<file path="config.mk">
export PLATFORM = sky130hd
export DESIGN_NAME = dprintf_framebuffer_writer
export DESIGN_NICKNAME = d
export VERILOG_FILES = /design/src/rtl/dprintf_pkg.sv /design/src/rtl/dprintf_byte_decode.sv /design/src/rtl/dprintf_framebuffer_writer.sv
export SDC_FILE = /design/constraint.sdc
export NUM_CORES = 1
export LEC_CHECK = 0
export ABC_AREA = 1
export CAP_MARGIN = 10
export CORE_MARGIN = 10
export CORE_UTILIZATION = 48
export CTS_BUF_LIST = sky130_fd_sc_hd__clkbuf_4
export DETAILED_ROUTE_END_ITERATION = 16
export GPL_TIMING_DRIVEN = 0
export PLACE_DENSITY = 0.79
export SETUP_SLACK_MARGIN = 0.5
export SLEW_MARGIN = 0
export SYNTH_ARGS = -nofsm -noshare
export SYNTH_HDL_FRONTEND = slang
export SYNTH_SLANG_ARGS = --single-unit
</file>
<file path="constraint.sdc">
create_clock -name clk -period 10.6 [get_ports clk]
set_clock_uncertainty 0.2 [all_clocks]
set_input_delay 2.12 -clock clk [delete_from_list [all_inputs] [get_ports clk]]
set_output_delay 2.12 -clock clk [all_outputs]
set_load 0.1 [all_outputs]
</file>
<file path="src/rtl/dprintf_pkg.sv">
// Shared types and constants for the dprintf framebuffer path: request/write
// bundles, byte classes and the format-byte extraction helper.
package dprintf_pkg;

  localparam int          NUM_BYTES = 32;
  localparam logic [7:0]  BYTE_TERM = 8'h00;
  localparam logic [7:0]  LIT_HI    = 8'h7F;
  localparam logic [7:0]  HEX_LO    = 8'hC0;
  localparam logic [7:0]  HEX_HI    = 8'hCF;

  typedef enum logic [1:0] {BC_TERM, BC_LIT, BC_HEX, BC_SKIP} byte_class_e;
  typedef enum logic [1:0] {ST_IDLE, ST_EMIT, ST_ACK} fsm_state_e;

  typedef struct packed {
    logic        valid;
    logic [15:0] address;
    logic [63:0] data_0;
    logic [63:0] data_1;
    logic [63:0] data_2;
    logic [63:0] data_3;
  } dprintf_req_4;

  typedef struct packed {
    logic        valid;
    logic [15:0] address;
    logic [7:0]  data;
  } byte_write;

  // Byte 0 sits in the top bits of the 256-bit format word.
  function automatic logic [7:0] get_byte(input logic [255:0] d, input logic [4:0] idx);
    logic [255:0] s;
    s = d << (8 * idx);
    return s[255:248];
  endfunction

  function automatic logic is_writable(input byte_class_e c);
    return (c == BC_LIT) || (c == BC_HEX);
  endfunction

endpackage

</file>
<file path="src/rtl/dprintf_byte_decode.sv">
// Classifies one format byte and produces the character it prints.
module dprintf_byte_decode
  import dprintf_pkg::*;
(
  input  logic [7:0]  byte_i,
  output byte_class_e cls_o,
  output logic [7:0]  char_o
);

  always_comb begin
    cls_o  = BC_SKIP;
    char_o = 8'h00;
    if (byte_i == BYTE_TERM) begin
      cls_o = BC_TERM;
    end else if (byte_i <= LIT_HI) begin
      cls_o  = BC_LIT;
      char_o = byte_i;
    end else if (byte_i >= HEX_LO && byte_i <= HEX_HI) begin
      cls_o  = BC_HEX;
      // 0x57 + 10 = 'a'
      char_o = (byte_i[3:0] < 4'd10) ? (8'h30 + {4'h0, byte_i[3:0]})
                                     : (8'h57 + {4'h0, byte_i[3:0]});
    end
  end

endmodule

</file>
<file path="src/rtl/dprintf_framebuffer_writer.sv">
// Walks a 32-byte dprintf format word and streams printable characters into
// the framebuffer, one byte per cycle when the sink is always ready.
module dprintf_framebuffer_writer
  import dprintf_pkg::*;
(
  input  logic        clk,
  input  logic        clk__enable,
  input  logic        reset,
  input  logic        dprintf_req__valid,
  input  logic [15:0] dprintf_req__address,
  input  logic [63:0] dprintf_req__data_0,
  input  logic [63:0] dprintf_req__data_1,
  input  logic [63:0] dprintf_req__data_2,
  input  logic [63:0] dprintf_req__data_3,
  output logic        dprintf_ack,
  output logic        byte_write__valid,
  output logic [15:0] byte_write__address,
  output logic [7:0]  byte_write__data,
  input  logic        byte_write_ready
);

  dprintf_req_4 req;
  assign req = {dprintf_req__valid, dprintf_req__address, dprintf_req__data_0,
                dprintf_req__data_1, dprintf_req__data_2, dprintf_req__data_3};

  fsm_state_e   state_q, state_d;
  logic         hold_q, hold_d;
  logic [4:0]   idx_q, idx_d;
  logic [255:0] data_q, data_d;
  byte_class_e  cls_q, cls_d;
  byte_write    bw_q, bw_d;

  // The decoder always looks one byte ahead so the output registers are
  // loaded with the next character on the same edge that retires the current.
  logic [7:0]  nxt_byte, nxt_char;
  byte_class_e nxt_cls;
  logic        capture, hs, skip, advance, last;

  assign capture  = (state_q == ST_IDLE) && req.valid && !hold_q;
  assign hs       = bw_q.valid && byte_write_ready;
  assign skip     = (state_q == ST_EMIT) && (cls_q == BC_SKIP);
  assign advance  = hs || skip;
  assign last     = (idx_q == 5'(NUM_BYTES - 1));
  assign nxt_byte = (state_q == ST_IDLE)
                  ? get_byte({req.data_0, req.data_1, req.data_2, req.data_3}, 5'd0)
                  : get_byte(data_q, idx_q + 5'd1);

  dprintf_byte_decode u_decode (
    .byte_i (nxt_byte),
    .cls_o  (nxt_cls),
    .char_o (nxt_char)
  );

  always_ff @(posedge clk or posedge reset) begin
    if (reset) begin
      state_q <= ST_IDLE;
      hold_q  <= 1'b0;
      idx_q   <= '0;
      data_q  <= '0;
      cls_q   <= BC_TERM;
      bw_q    <= '0;
    end else if (clk__enable) begin
      state_q <= state_d;
      hold_q  <= hold_d;
      idx_q   <= idx_d;
      data_q  <= data_d;
      cls_q   <= cls_d;
      bw_q    <= bw_d;
    end
  end

  always_comb begin
    state_d = state_q;
    case (state_q)
      ST_IDLE: if (capture) state_d = ST_EMIT;
      ST_EMIT: if (cls_q == BC_TERM || (advance && last)) state_d = ST_ACK;
      ST_ACK:  state_d = ST_IDLE;
      default: state_d = ST_IDLE;
    endcase
  end

  // Upstream drops valid one cycle late, so the first idle cycle after ack
  // never captures.
  always_comb begin
    hold_d = (state_q == ST_ACK);
    idx_d  = idx_q;
    data_d = data_q;
    cls_d  = cls_q;
    bw_d   = bw_q;
    if (capture) begin
      data_d     = {req.data_0, req.data_1, req.data_2, req.data_3};
      idx_d      = 5'd0;
      cls_d      = nxt_cls;
      bw_d.valid = is_writable(nxt_cls);
      bw_d.address = req.address;
      bw_d.data  = nxt_char;
    end else if (advance) begin
      idx_d      = idx_q + 5'd1;
      cls_d      = nxt_cls;
      bw_d.valid = !last && is_writable(nxt_cls);
      bw_d.data  = nxt_char;
      if (hs) bw_d.address = bw_q.address + 16'd1;
    end
  end

  always_comb begin
    dprintf_ack         = (state_q == ST_ACK);
    byte_write__valid   = bw_q.valid;
    byte_write__address = bw_q.address;
    byte_write__data    = bw_q.data;
  end

endmodule

</file>
Yosys cells after proc, flatten, opt, wreduce, memory -nomap -nowiden
Index checks and enable logic that the tools add are counted.
{"block": "totals", "reg_bits": 291, "input_bits": 277, "out_inout_bits": 26, "wordCells": 64}
{"block": "classes", "add_sub_neg": 4, "magnitude_cmp": 4, "n_eq_ne": 8, "shift": 1, "muxes": 18, "reduce_logical": 21}
{"op": "$shl A256 B8 Y256", "count": 1}
{"op": "$mux W25", "count": 2}
{"op": "$mux W8", "count": 5}
{"op": "$add A16 B1 Y16 const B", "count": 1}
{"op": "$mux W16", "count": 1}
{"op": "$mux W2", "count": 6}
{"op": "$mux W5", "count": 2}
{"op": "$add A7 B4 Y8 const A", "count": 1}
{"op": "$ge A8 B8 Y1 const B", "count": 1}
{"op": "$le A8 B7 Y1 const B", "count": 1}
{"op": "$le A8 B8 Y1 const B", "count": 1}
{"op": "$logic_not A8 Y1", "count": 1}
{"op": "$add A6 B4 Y7 const A", "count": 1}
{"op": "$logic_and A1 B1 Y1", "count": 7}
{"op": "$eq A2 B2 Y1 const B", "count": 3}
{"op": "$reduce_and A3 Y1", "count": 2}
{"op": "$add A5 B1 Y5 const B", "count": 1}
{"op": "$eq A5 B5 Y1 const B", "count": 1}
{"op": "$eq A2 B1 Y1 const B", "count": 2}
{"op": "$logic_not A2 Y1", "count": 2}
{"op": "$lt A4 B4 Y1 const B", "count": 1}
{"op": "$pmux W2 S2", "count": 1}
{"op": "$reduce_and A2 Y1", "count": 2}
{"op": "$reduce_bool A2 Y1", "count": 2}
{"op": "5 further kinds", "count": 8}

Logic depth before layout (Yosys ltp)
{"block": "depth", "depth_word": 13, "mapped_depth": 21}

Hierarchy
Synthesis repeated with hierarchy kept, for this count alone.
{"block": "hier_totals", "cells_unflattened": 1953, "hier_area_um2": 14752.9}
{"module": "dprintf_framebuffer_writer", "instances": 1, "cells_each": 1902, "area_each_um2": 14492.6, "seq_area_each_um2": 7282.0}
{"module": "dprintf_byte_decode", "instances": 1, "cells_each": 51, "area_each_um2": 260.2, "seq_area_each_um2": 0.0}

Worst setup path after synthesis
OpenSTA, ideal clock, no wires.
{"block": "synth_timing", "path_type": "flip-flop to output port", "from": "register state_q[1]", "to": "output port dprintf_ack", "arrival_time_ps": 1694, "t_required_ps": 8280, "path_slack_ps": 6586, "stages_incl_launch_ff": 3, "path_cell_list": "dfrtp_1 > inv_1 > nor2_1"}
{"block": "synth_via", "elab_chain_cells": 1}
{"item": "from (decl)", "line_no": "dprintf_framebuffer_writer.sv:26", "rtl": "fsm_state_e state_q, state_d;"}
{"item": "from (signal assigned)", "line_no": "dprintf_framebuffer_writer.sv:63", "rtl": "state_q <= state_d;"}
{"item": "$eq A2 B2 Y1", "line_no": "dprintf_framebuffer_writer.sv:107", "rtl": "dprintf_ack = (state_q == ST_ACK);"}
{"item": "to (decl)", "line_no": "dprintf_framebuffer_writer.sv:15", "rtl": "output logic dprintf_ack,"}
No other way between the ends.

Worst setup path in the final report
Ends and elaborated chain as after synthesis.

==> flow_summary.toml <==
[run_status]
status = "finished, final reports clean"

[synth]
async_reset_ff_share_pct = 100.0
yosysSeqAreaShare_pct = 50.58
synth.most_common_cell = "nand2_1"
yosys-top-cells-count = "nand2_1 (755), dfrtp_1 (291), o21ai_0 (198), nand3_1 (185), inv_1 (175)"
synth.area.top_cells = "dfrtp_1 (51%), nand2_1 (20%), o21ai_0 (6.9%)"
synth_flop_cell = "dfrtp_1"
yosysTopAreaCell = "dfrtp_1"
synth_cell_type_count = 36
synth_edf_count = 0
synth_top_area_share_pct = 50.58
synth_cells = 1885
syn_area_per_cell_um2 = 7.638
synth_fp_nets = 2167
synth_seq_cells = 291
syn_area_um2 = 14400
ys_warn_count = 0

[worst_hold_path]
hold_class = "reg -> reg"

[drt]
routed.top_layer = "met4"
met1_length_um = 21150
drtIter0Drc = 1744
routed_wl_um = 55890
drc = 0
drt_pass1_iterations = 5
vias_per_cell = 5.454
num_vias = 14800
ant_nets = 0
route.met2.wl_um = 24410
wl_per_cell_um = 20.60
wl_met3_um = 7281

[sta]
finalCritPeriodShare_pct = 45.28
period_minus_slack_ps = 4800
max_slew.worst_pin.slew_ps = 1025
maxSlewViolCount = 0
setup_viol = 0
maxSlewHeadroom_pct = 31.48
whs_ps = 269.4
rsz0062_at_grt = "no"
tns_ps = 0
fmax_ghz = 0.2084
finalHoldViolCount = 0

[cells_and_area]
nets = 2553
drive_gt1_share_pct = 9.702
fill_cells = 2572
post-route-util_pct = 64.04
synthToLayoutAreaGrowth_pct = 31.82
fin_cells = 2713

[clock_network]
cts_buffers = 74
clk_latency_ps = 720
post_cts_buffers = 0
holdBufCountCts = 0
cts_tree = "yes"
cts-resized-gates = 0
clk_pin_slew_ps = 60
cts_max_path_buffers = 3
htreeDepth = 3
cts-root-buf = "clkbuf_4"
cts.sinks = 291

[power_and_ir_drop]
finalPower_mw = 5.911
ir_drop_uv = 189.2
p_leak_nw = 9.214
powerDensity_nw_per_um2 = 311.4

[grt]
grt_usage_pct = 29.85
grt_max_degree = 44
grt_pass1_wl_um = 85040
grt_antenna_before_repair = 2
gr-total-overflow = 0
grt_pass1_vias = 15030

[floorplanning]
coreArea_um2 = 29640
dieArea_um2 = 37320
die_w_um = 193.2
initial_core_util_pct = 48.58
num_rows = 63
die_y_um = 193.2
pin_count = 303

[setup_path]
worstSetupPathType = "reg -> out"
cp_max_fo = 3
arrival_ps = 2480
cp-end-kind = "primary output"
critPathLaunchType = "register"
critical_path_required_ps = 8280
ff2ff_setup_slack_ps = 6660

[run]
maxCapViolations = 0

[placed_design]
dp_hpwl_um = 41700
place_congestion = 0.9708
numPortBuffers = 302
placedCellCount = 2585
state kept, by name, indices dropped and copies added, names as in the netlist:
register and count:
byte_write__address 16, idx_q 5, byte_write__valid 1, byte_write__data 8, cls_q 2, data_q 256, hold_q 1, state_q 2
report_power, final:
part	switching, mW	internal (mW)
registers	0.246	1.63
clock network	0.468	0.485
logic	2.15	0.938
total	2.86	3.05
area by class of cell:
class                   instances  area, um2  share of cell area, %
plain buffers                 114      603.1                  3.178
repair buffers                310       3183                  16.77
flip-flops and latches        291       7282                  38.37
inverters                     185      698.2                  3.679
diodes                          4      10.01                0.05274
multi-input cells            1295       5818                  30.65
clock buffers                 107      803.3                  4.232
clock inverters                17      93.84                 0.4944
well taps                     390      488.0                  2.571
cells by family after synthesis:
family	synth area share (%)
flops	50.58
compound gates	11.06
buf+inv	9.012
xor+xnor	0.7473
simple gates	28.17
fa+ha+maj	0.4345
placed cells by master (no fill, tap or decap), types with 8 or more instances in the layout:
master,Yosys,routed
buf_4,17,17
dfrtp_1,291,291
o211ai_1,44,44
inv_2,8,12
clkbuf_1,40,40
inv_1,175,174
nand3_1,185,185
a21oi_1,38,38
o21ai_0,198,198
clkinv_1,2,13
clkdlybuf4s50_1,0,302
clkbuf_4,0,107
nor2_1,23,23
buf_12,0,8
nand2_1,755,755
buf_2,47,47
path summary, 6_finish.rpt:
check                                   startpoint  cells after the start                                   to
max in group asynchronous                    reset                      5              data_q[200]$_DFFE_PP0P_
max reg2reg                   idx_q[1]$_DFFE_PP0P_                     20      byte_write__data[0]$_DFFE_PP0P_
max                         state_q[1]$_DFFE_PP0P_                      3                          dprintf_ack
min reg2reg                data_q[112]$_DFFE_PP0P_                      2              data_q[112]$_DFFE_PP0P_
min                        data_q[112]$_DFFE_PP0P_                      2              data_q[112]$_DFFE_PP0P_
min in group asynchronous                    reset                      2  byte_write__address[13]$_DFFE_PP0P_
worst max-delay path, cell delays in order, from the launching register on:
cell             delay [ps]
dfrtp_1                 380
inv_1                    70
nor2_1                  140
clkdlybuf4s50_1        1190
stage by stage:
stage	cell area, um2	worst slack (ps)
2_1_floorplan	14400	4419
3_3_place_gp	17910	2419
3_5_place_dp	18070	5666
4_1_cts	18970	5772
5_1_grt	18980	5764
6_report	18980	5800
layer usage:
metal	vias to the layer above	global-route usage, %
met5	-	0
met4	0	15.33
met3	208	10.67
met2	976	44.37
met1	6828	37.75
li1	6784	-
Power figures use the tool's default switching activity.
